--- src/rtl/set_pe_pkg.sv ---
// Shared types, default sizes, width helpers and the set-expression function for the point-coverage engine.
package set_pe_pkg;

  localparam int COORD_W_DEF  = 4;
  localparam int NUM_CIRC_DEF = 3;

  function automatic int diff_w(input int coord_w);
    return coord_w + 1;
  endfunction

  function automatic int sqr_w(input int coord_w);
    return 2 * coord_w;
  endfunction

  function automatic int d2_w(input int coord_w);
    return 2 * coord_w + 1;
  endfunction

  localparam int DIFF_W = diff_w(COORD_W_DEF);
  localparam int SQR_W  = sqr_w(COORD_W_DEF);
  localparam int D2_W   = d2_w(COORD_W_DEF);

  typedef struct packed {
    logic [COORD_W_DEF-1:0] cx;
    logic [COORD_W_DEF-1:0] cy;
    logic [COORD_W_DEF-1:0] r;
  } circle_t;

  // Bits outside sel are don't-care; an empty selection always hits.
  function automatic logic hit_eval(input logic [7:0] mask, input logic [7:0] val,
                                    input logic [7:0] sel);
    return ((mask ^ val) & sel) == 8'd0;
  endfunction

endpackage

--- src/rtl/set_pe_lane.sv ---
// One circle's datapath: S1 signed diffs, S2 squares and r^2, S3 distance sum; compare is combinational off S3.
module set_pe_lane
  import set_pe_pkg::*;
#(
  parameter int COORD_W = COORD_W_DEF
) (
  input  logic               clk,
  input  logic               en,
  input  logic [COORD_W-1:0] in_x,
  input  logic [COORD_W-1:0] in_y,
  input  logic [COORD_W-1:0] cx,
  input  logic [COORD_W-1:0] cy,
  input  logic [COORD_W-1:0] r,
  output logic               cov_p3
);

  localparam int DW  = diff_w(COORD_W);
  localparam int SW  = sqr_w(COORD_W);
  localparam int D2W = d2_w(COORD_W);

  logic signed [DW-1:0]   dx_p1_d, dx_p1_q, dy_p1_d, dy_p1_q;
  logic [COORD_W-1:0]     r_p1_d, r_p1_q;
  logic signed [SW-1:0]   dx_ext, dy_ext;
  logic [SW-1:0]          sqx_p2_d, sqx_p2_q, sqy_p2_d, sqy_p2_q;
  logic [SW-1:0]          rsq_p2_d, rsq_p2_q, rsq_p3_d, rsq_p3_q;
  logic [SW-1:0]          r_ext;
  logic [D2W-1:0]         d2_p3_d, d2_p3_q;

  always_comb begin
    // S1: coordinates are unsigned, so widen by one bit before subtracting
    dx_p1_d  = $signed({1'b0, in_x}) - $signed({1'b0, cx});
    dy_p1_d  = $signed({1'b0, in_y}) - $signed({1'b0, cy});
    r_p1_d   = r;
    // S2: sign-extend to the square width so the product is exact
    dx_ext   = SW'(dx_p1_q);
    dy_ext   = SW'(dy_p1_q);
    sqx_p2_d = $unsigned(dx_ext * dx_ext);
    sqy_p2_d = $unsigned(dy_ext * dy_ext);
    r_ext    = SW'(r_p1_q);
    rsq_p2_d = r_ext * r_ext;
    // S3
    d2_p3_d  = {1'b0, sqx_p2_q} + {1'b0, sqy_p2_q};
    rsq_p3_d = rsq_p2_q;
    cov_p3   = d2_p3_q <= {1'b0, rsq_p3_q};
  end

  always_ff @(posedge clk) begin
    if (en) begin
      dx_p1_q  <= dx_p1_d;
      dy_p1_q  <= dy_p1_d;
      r_p1_q   <= r_p1_d;
      sqx_p2_q <= sqx_p2_d;
      sqy_p2_q <= sqy_p2_d;
      rsq_p2_q <= rsq_p2_d;
      d2_p3_q  <= d2_p3_d;
      rsq_p3_q <= rsq_p3_d;
    end
  end

endmodule

--- src/rtl/set_pe_pipe.sv ---
// Point-coverage engine top: NUM_CIRC lanes, valid chain, circle config, set-expression hit.
// Optional saturating hit counter enabled by defining SET_PE_HITCNT_EN.
module set_pe_pipe
  import set_pe_pkg::*;
#(
  parameter int NUM_CIRC = NUM_CIRC_DEF,
  parameter int COORD_W  = COORD_W_DEF,
  parameter int CNT_W    = 16,
  localparam int IDX_W   = (NUM_CIRC > 1) ? $clog2(NUM_CIRC) : 1
) (
  input  logic                clk,
  input  logic                rst_n,
  input  logic                cfg_we,
  input  logic [IDX_W-1:0]    cfg_idx,
  input  logic [COORD_W-1:0]  cfg_cx,
  input  logic [COORD_W-1:0]  cfg_cy,
  input  logic [COORD_W-1:0]  cfg_r,
  output logic                cfg_busy,
  input  logic [NUM_CIRC-1:0] match_mask,
  input  logic [NUM_CIRC-1:0] match_val,
  input  logic                in_valid,
  output logic                in_ready,
  input  logic [COORD_W-1:0]  in_x,
  input  logic [COORD_W-1:0]  in_y,
  output logic                out_valid,
  input  logic                out_ready,
  output logic [NUM_CIRC-1:0] out_mask,
`ifdef SET_PE_HITCNT_EN
  input  logic                cnt_clr,
  output logic [CNT_W-1:0]    hit_cnt,
`endif
  output logic                out_hit
);

  if (NUM_CIRC < 1 || NUM_CIRC > 8 || CNT_W < 1) begin : g_param_chk
    $error("set_pe_pipe: NUM_CIRC must be 1..8 and CNT_W at least 1");
  end

  logic                en;
  logic                vld_p1_d, vld_p1_q, vld_p2_d, vld_p2_q, vld_p3_d, vld_p3_q;
  logic                out_valid_d, out_valid_q;
  logic [NUM_CIRC-1:0] out_mask_d, out_mask_q;
  logic                out_hit_d, out_hit_q;
  logic [NUM_CIRC-1:0] cov_p3;
  logic                cfg_wr;
  logic [COORD_W-1:0]  cx_d [NUM_CIRC];
  logic [COORD_W-1:0]  cx_q [NUM_CIRC];
  logic [COORD_W-1:0]  cy_d [NUM_CIRC];
  logic [COORD_W-1:0]  cy_q [NUM_CIRC];
  logic [COORD_W-1:0]  r_d  [NUM_CIRC];
  logic [COORD_W-1:0]  r_q  [NUM_CIRC];

  for (genvar i = 0; i < NUM_CIRC; i++) begin : g_lane
    set_pe_lane #(.COORD_W(COORD_W)) u_lane (
      .clk    (clk),
      .en     (en),
      .in_x   (in_x),
      .in_y   (in_y),
      .cx     (cx_q[i]),
      .cy     (cy_q[i]),
      .r      (r_q[i]),
      .cov_p3 (cov_p3[i])
    );
  end

  always_comb begin
    en          = ~(out_valid_q & ~out_ready);
    in_ready    = en;
    cfg_busy    = vld_p1_q | vld_p2_q | vld_p3_q | out_valid_q;
    vld_p1_d    = en ? in_valid : vld_p1_q;
    vld_p2_d    = en ? vld_p1_q : vld_p2_q;
    vld_p3_d    = en ? vld_p2_q : vld_p3_q;
    out_valid_d = en ? vld_p3_q : out_valid_q;
    out_mask_d  = out_mask_q;
    out_hit_d   = out_hit_q;
    if (en && vld_p3_q) begin
      out_mask_d = cov_p3;
      out_hit_d  = hit_eval(8'(cov_p3), 8'(match_val), 8'(match_mask));
    end
    // Circles only change while the pipe is empty, so no lane sees a torn update
    cfg_wr = cfg_we & ~cfg_busy & (int'(cfg_idx) < NUM_CIRC);
    cx_d   = cx_q;
    cy_d   = cy_q;
    r_d    = r_q;
    if (cfg_wr) begin
      cx_d[cfg_idx] = cfg_cx;
      cy_d[cfg_idx] = cfg_cy;
      r_d[cfg_idx]  = cfg_r;
    end
  end

  always_ff @(posedge clk) begin
    if (!rst_n) begin
      vld_p1_q    <= 1'b0;
      vld_p2_q    <= 1'b0;
      vld_p3_q    <= 1'b0;
      out_valid_q <= 1'b0;
      out_mask_q  <= '0;
      out_hit_q   <= 1'b0;
      cx_q        <= '{default: '0};
      cy_q        <= '{default: '0};
      r_q         <= '{default: '0};
    end else begin
      vld_p1_q    <= vld_p1_d;
      vld_p2_q    <= vld_p2_d;
      vld_p3_q    <= vld_p3_d;
      out_valid_q <= out_valid_d;
      out_mask_q  <= out_mask_d;
      out_hit_q   <= out_hit_d;
      cx_q        <= cx_d;
      cy_q        <= cy_d;
      r_q         <= r_d;
    end
  end

  assign out_valid = out_valid_q;
  assign out_mask  = out_mask_q;
  assign out_hit   = out_hit_q;

`ifdef SET_PE_HITCNT_EN
  localparam logic [CNT_W-1:0] CNT_MAX = '1;
  logic [CNT_W-1:0] hit_cnt_d, hit_cnt_q;

  always_comb begin
    hit_cnt_d = hit_cnt_q;
    if (cnt_clr) begin
      hit_cnt_d = '0;
    end else if (out_valid_q && out_ready && out_hit_q && hit_cnt_q != CNT_MAX) begin
      hit_cnt_d = hit_cnt_q + 1'b1;
    end
  end

  always_ff @(posedge clk) begin
    if (!rst_n) begin
      hit_cnt_q <= '0;
    end else begin
      hit_cnt_q <= hit_cnt_d;
    end
  end

  assign hit_cnt = hit_cnt_q;
`endif

endmodule

--- config.mk ---
export PLATFORM = sky130hd
export DESIGN_NAME = set_pe_pipe
export DESIGN_NICKNAME = d
export VERILOG_FILES = /design/src/rtl/set_pe_pkg.sv /design/src/rtl/set_pe_lane.sv /design/src/rtl/set_pe_pipe.sv
export SDC_FILE = /design/constraint.sdc
export NUM_CORES = 1
export LEC_CHECK = 0
export CAP_MARGIN = 20
export CORE_UTILIZATION = 57
export DETAILED_ROUTE_END_ITERATION = 8
export PLACE_DENSITY = 0.78
export RECOVER_POWER = 50
export SKIP_CTS_REPAIR_TIMING = 1
export SYNTH_ARGS = -nofsm -noshare
export SYNTH_HDL_FRONTEND = slang
export SYNTH_HIERARCHICAL = 1
export SYNTH_SLANG_ARGS = --single-unit
--- constraint.sdc ---
create_clock -name clk -period 6 [get_ports clk]
set_input_delay 1.2 -clock clk [delete_from_list [all_inputs] [get_ports clk]]
set_output_delay 1.2 -clock clk [all_outputs]
set_load 0.1 [all_outputs]
Word-level counts from Yosys, hierarchy flattened
Index checks and enable logic that the tools add are counted.
- RAM bits: 0
- logic and storage cells: 83
- input bits: 33
- bits in registers: 209
- latch bits: 0
- memories: 0
- memory bits (read-only): 0
- output and inout bits: 7
- shift-type cells: 0
- $add $sub $neg: 9
- multiplexer cells: 5
- divide/modulo/power cells: 0
- reductions and logical operators: 3
- $mul: 9
- eq/ne operators: 0
- $lt $le $gt $ge: 6
- bitwise logic cells: 12
- operators with widths (kind ; number):
    5-bit by 5-bit multiplier with 8-bit output ; 6
    12-bit bitwise mux ; 3
    4-bit by 4-bit subtractor with 5-bit output ; 6
    8-bit by 8-bit adder with 9-bit output ; 3
    9-bit by 8-bit <= comparator with 1-bit output ; 3
    4-bit by 4-bit multiplier with 8-bit output ; 3
    4-bit demux with 2-bit select ; 1
    8-bit zero test ; 1
    4-bit 2-to-1 mux ; 1
    1-bit bitwise AND ; 3
    3-bit bitwise AND ; 1
    3-bit >= comparator, second input constant ; 1
    3-bit by 1-bit less-than comparator with 1-bit output, second input constant ; 1
    1-bit inverter ; 3
    2-bit inverter with 3-bit output ; 1
    1-bit bitwise OR ; 3
    3-bit bitwise XOR ; 1
    1-bit logical AND ; 2
    2-bit less-than comparator, second input constant ; 1

Longest topological paths before layout
- depth after elaboration: 6
- mapped depth: 12
- mapped depth without buffers: 12

By module
Netlist, hierarchy kept.
- modules (own cells, without submodules) (module ; seq. area each (um^2) ; instances ; area each (um^2) ; cells an instance):
    set_pe_lane (g_lane[1].u_lane ...) ; 1531.5 ; 2 ; 3467.1 ; 294
    set_pe_lane (g_lane[0].u_lane) ; 1531.5 ; 1 ; 3474.6 ; 294
    set_pe_pipe ; 880.8 ; 1 ; 1916.8 ; 212

Worst setup path after synthesis
OpenSTA, ideal clock, no wires.
- path kind: input port to flip-flop
- from: input out_ready
- to: register g_lane[0].u_lane.d2_p3_q[0], enable pin
- setup time: 1.673 ns
- data arrival time: 5.009 ns
- buffers on the path: 1
- data required time: 4.327 ns
- cell stages on the path: 3
- path slack: -0.682 ns
- path through: nor2b_1 clkbuf_1 clkinv_1
- cells in the longest elaborated chain, start to end: 2
- ends and longest elaborated chain (what ; RTL line ; source):
    start, declared ; set_pe_pipe.sv:26 ; input logic out_ready,
    1-bit inverter ; set_pe_pipe.sv:67 ; en = ~(out_valid_q & ~out_ready);
    1-bit bitwise AND ; set_pe_pipe.sv:67 ;
    end signal, assigned ; set_pe_lane.sv:55 ; d2_p3_q <= d2_p3_d;
    end, declared ; set_pe_lane.sv:27 ; logic [D2W-1:0] d2_p3_d, d2_p3_q;
No other way between the ends.
A chain may end at the register's enable or synchronous reset.

Worst setup path after layout
- from: input out_ready
- to: output in_ready
- cells in the longest elaborated chain, start to end: 3
- ends and longest elaborated chain (what ; RTL line ; source):
    1-bit inverter ; set_pe_pipe.sv:67 ;
    1-bit bitwise AND ; set_pe_pipe.sv:67 ;
    1-bit inverter ; set_pe_pipe.sv:67 ;
    end, declared ; set_pe_pipe.sv:22 ; output logic in_ready,
No other way between the ends.

==> flow_results.org <==
** Outcome
- Status :: finished, final reports clean

** Pwr
- The worst-case IR drop observed on VDD is about 0.00019 V.
- Internal power comes to roughly 3.3 mW.
- Switch share :: around 32%
- Summed over all cells, the static leakage comes to between 5 and 6 nW.
- Per report_power, the combinational group accounts for 37.0% of the total.
- Share of total power in the clock network :: a little under a quarter
- For this design the total switching power over the nets is 1.570 mW.
- Part of the total power dissipated in sequential elements :: 40.3%
- Tot Pwr :: roughly 4.9 mW
- Power per standard cell area :: around 360 nW/um^2

** Global route
- The via count of the first global-routing pass was 7455.
- Entering global routing, the biggest net connects between 80 and 90 pins.
- The first global-routing pass estimated around 34 mm of wire.
- In the global route stage, overall resource usage came out at between 15 and 20%.
- The number of antenna violations at the first check in global routing was 0.
- Global route overflow :: 0

** Timing
- Final critical path time including I/O delays and setup :: roughly 4.3 ns
- Setup repair after global routing left no endpoint under its margin.
- Setup violations remaining at the end of the flow were counted as 0.
- Timing would allow up to between 200 and 250 MHz.
- For the pin with the worst max-slew slack, the measured transition is about 1.1 ns.
- Across the routed clock network, the largest skew measured is 0.01042 ns.
- Setup total negative slack on the finished layout was measured at 0 ns.
- Number of failing hold endpoints at the final stage :: 0
- Final worst path period share :: 72.34%
- Worst slew margin relative to its limit :: between 20% and 30%
- The number of max-slew violations in the final report came to 0.

** Placement
- RePlAce Congestion :: between 0.8 and 0.9
- The HPWL after detailed placement is between 15 and 20 mm.
- Buffers placed on the I/O ports in this run total 39.

** Synthesis
- Most frequently used cell type in the post-synthesis netlist :: inv_1
- Library cell with the largest summed area after synthesis :: edfxtp_1
- Count of unique library cells instantiated by Yosys :: 46
- Post-synth design cell area :: 12330 sq um
- During synthesis, Yosys emitted a total of 6 warnings.
- Biggest area contributors in the synthesized netlist :: edfxtp_1, ha_1, fa_1
- Number of enable flip-flop cells after synthesis :: 153
- When the netlist entered floorplanning its net count stood at ~1300.
- Most used standard cells in the synthesized netlist :: inv_1, edfxtp_1, ha_1
- Avg Synthesized Cell Area :: roughly 11 sq um
- Among all flip-flop cells after synthesis, the most frequent one is edfxtp_1.
- Counting flops and latches in the post-synthesis netlist gives 197.
- The share of the Yosys chip area taken by registers is 44.42%.
- Proportion of synthesized flip-flops having asynchronous set or reset :: 0%
- Fraction of synthesized cell area taken by the top area cell type :: between 30% and 40%
- Post-Syn Instances :: ~1100

** Floorplan
- The core region is roughly 21000 sq um.
- The floorplan step defined a die boundary enclosing approximately 22000 sq um.
- Die Ht :: 149.1 microns
- Initial cell density of the core :: 58.45%
- Number of placed I/O pins :: 40
- Die W :: between 100 and 150 microns
- After floorplanning, the core was divided into between 50 and 60 placement rows.

** Detailed routing
- The first routing iteration left 460 violations.
- The first detailed-routing pass ran for 5 iterations.
- Dividing the detail-routed via count by the number of cells gives 5.237.
- Post-DRT Antenna Nets :: 0
- For this run, design rule violations remaining after detail routing come to 0.
- In the final routed layout, each cell accounts on average for 14.11 microns.
- The routed design has roughly 20 mm of wire.
- Number of vias after detailed routing :: 7452

** Worst setup path
- Data arrival time of the critical path :: ~3.1 ns
- Data required time of the critical path :: about 4.8 ns
- The worst setup path is launched from an input pin.
- For this run, the slowest stage of the critical path takes between 0.5 and 0.6 ns.
- In this run the worst path has a maximum fanout of 78.
- Cell type group with the largest total delay on the critical path :: buffers and inverters
- Category of the most critical setup path :: in -> out
- Number of buffer and inverter stages on the critical path :: 3
- Counting cells, the worst reg-to-reg path comes to 12.
- Critical path depth in cells :: 4
- The critical path goes through dlygate4sd3_1 > nor2b_1 > inv_6 > buf_4.
- Cell with the largest stage delay on the worst path :: dlygate4sd3_1
- The worst setup path is captured at an output pin.

** Finish
- In the final layout, the share of cells above drive strength 1 is approximately 4.0%.
- The number of antenna diodes in the final layout is 0.
- The final layout contains 1357 nets.
- Area growth from synthesis to layout :: 9.745%

** Clock tree
- Cell chosen for the clock root :: clkbuf_16
- Counting every sink on the clock net gives just under 200.
- TritonCTS built the clock tree.
- At the later pin of the worst-skew pair, clock insertion delay measures about 0.43 ns.
- Number of levels in the clock H-tree :: 4
- Number of CTS-inserted buffers :: 17
- The longest clock path from root to sink contains 2 buffers.
- Clock-pin slew reported for the worst setup and hold paths after clock tree synthesis :: about 0.07 ns

** Worst hold path
- Hold path cells :: 0
- The min-delay analysis places its worst path in the category reg -> reg.

** Job
- Across the run, the number of max-cap violations was 0.
[state kept, by name (all words and copies together) (netlist names), 12 cells and up]
register	count
cx_q	12
cy_q	12
g_lane.u_lane/d2_p3_q	27
g_lane.u_lane/dx_p1_q	15
g_lane.u_lane/dy_p1_q	15
g_lane.u_lane/r_p1_q	12
g_lane.u_lane/rsq_p2_q	21
g_lane.u_lane/rsq_p3_q	21
g_lane.u_lane/sqx_p2_q	21
g_lane.u_lane/sqy_p2_q	21
r_q	12
[kinds of logic after synthesis]
logic type / Yosys count / synth area share, %
flip-flops: 197 / 44.42
XOR/XNOR: 90 / 6.395
AND/OR/NAND/NOR: 199 / 8.933
buffers and inverters: 216 / 7.045
other: 6 / 0.1827
AO/OA/AOI/OAI: 197 / 9.999
adder cells (fa/ha/maj): 189 / 23.02
[final timing paths]
kind                                          startpoint                                endpoint  slack (ns)
setup / recovery                               out_ready                                in_ready        1.66
hold reg to reg   g_lane[1].u_lane/rsq_p2_q[0]$_DFFE_PP_  g_lane[1].u_lane/rsq_p3_q[0]$_DFFE_PP_        0.41
hold / removal    g_lane[1].u_lane/rsq_p2_q[0]$_DFFE_PP_  g_lane[1].u_lane/rsq_p3_q[0]$_DFFE_PP_        0.41
setup reg to reg   g_lane[0].u_lane/dx_p1_q[0]$_DFFE_PP_  g_lane[0].u_lane/sqx_p2_q[7]$_DFFE_PP_        2.58
[cells in the final DEF (no fill, tap or decap), types with 3 or more instances in the layout]
cell type | netlist | final
a21boi_0 | 7 | 8
a21boi_1 | 36 | 35
edfxtp_1 | 153 | 153
conb_1 | 6 | 6
dfxtp_1 | 44 | 44
and2_0 | 0 | 3
a21oi_1 | 52 | 52
nand3_1 | 30 | 30
o21ai_1 | 28 | 4
nor2b_1 | 22 | 22
o21ai_0 | 19 | 44
and3_1 | 3 | 3
nor2_1 | 13 | 13
nand4_1 | 15 | 15
a31o_2 | 3 | 3
fa_1 | 63 | 63
xnor2_1 | 81 | 81
and2_1 | 45 | 42
ha_1 | 126 | 126
inv_6 | 0 | 6
clkbuf_16 | 0 | 17
nand2b_1 | 12 | 12
clkinv_4 | 0 | 4
o221ai_1 | 3 | 3
clkinvlp_4 | 0 | 3
a31oi_1 | 8 | 8
buf_4 | 0 | 5
o211ai_1 | 3 | 3
clkdlybuf4s50_1 | 0 | 32
xor2_1 | 9 | 9
a21o_1 | 32 | 32
dlygate4sd3_1 | 0 | 6
inv_1 | 193 | 193
nand2_1 | 49 | 49
[stage by stage]
step	instances	setup WS [ns]	hold slack, ns	util (%)	cell area, sq um
after global routing	1423	1.526	0.4250	64.15	13530
final	1423	1.660	0.4131	64.15	13530
after detailed placement	1391	1.776	0.4045	61.45	12960
after CTS	1423	1.796	0.4150	64.16	13530
after global placement	1391	1.846	0.4019	61.45	12960
after floorplan	1094	1.522	0.4003	-	12330
[power by group through the flow]
stage,clock network [mW],registers (mW),logic (mW)
after floorplan,0,1.94,1.47
after global placement,0,1.98,1.73
after detailed placement,0,1.99,1.82
after CTS,1.12,1.96,1.83
after global routing,1.17,1.98,2.08
final,1.10,1.95,1.80
[area by class of cell]
cell class                      count  area [sq um]
Inverter                          195         739.5
Sequential cell                   197          5475
Tap cell                          275         344.1
Timing Repair Buffer               43         417.9
Fill cell                        1667          7561
Multi-Input combinational cell    681          5978
Clock buffer                       17         425.4
Clock inverter                     15         146.4
[metal layers]
layer,up-vias,GRT usage [%],part of all wire [%]
li1,3752,-,-
met3,21,3.364,2.9
met5,-,0,0
met4,0,6.327,1.7
met1,3573,25.20,45
met2,106,34.42,50
Note: power is estimated with default switching activity, not from simulation.
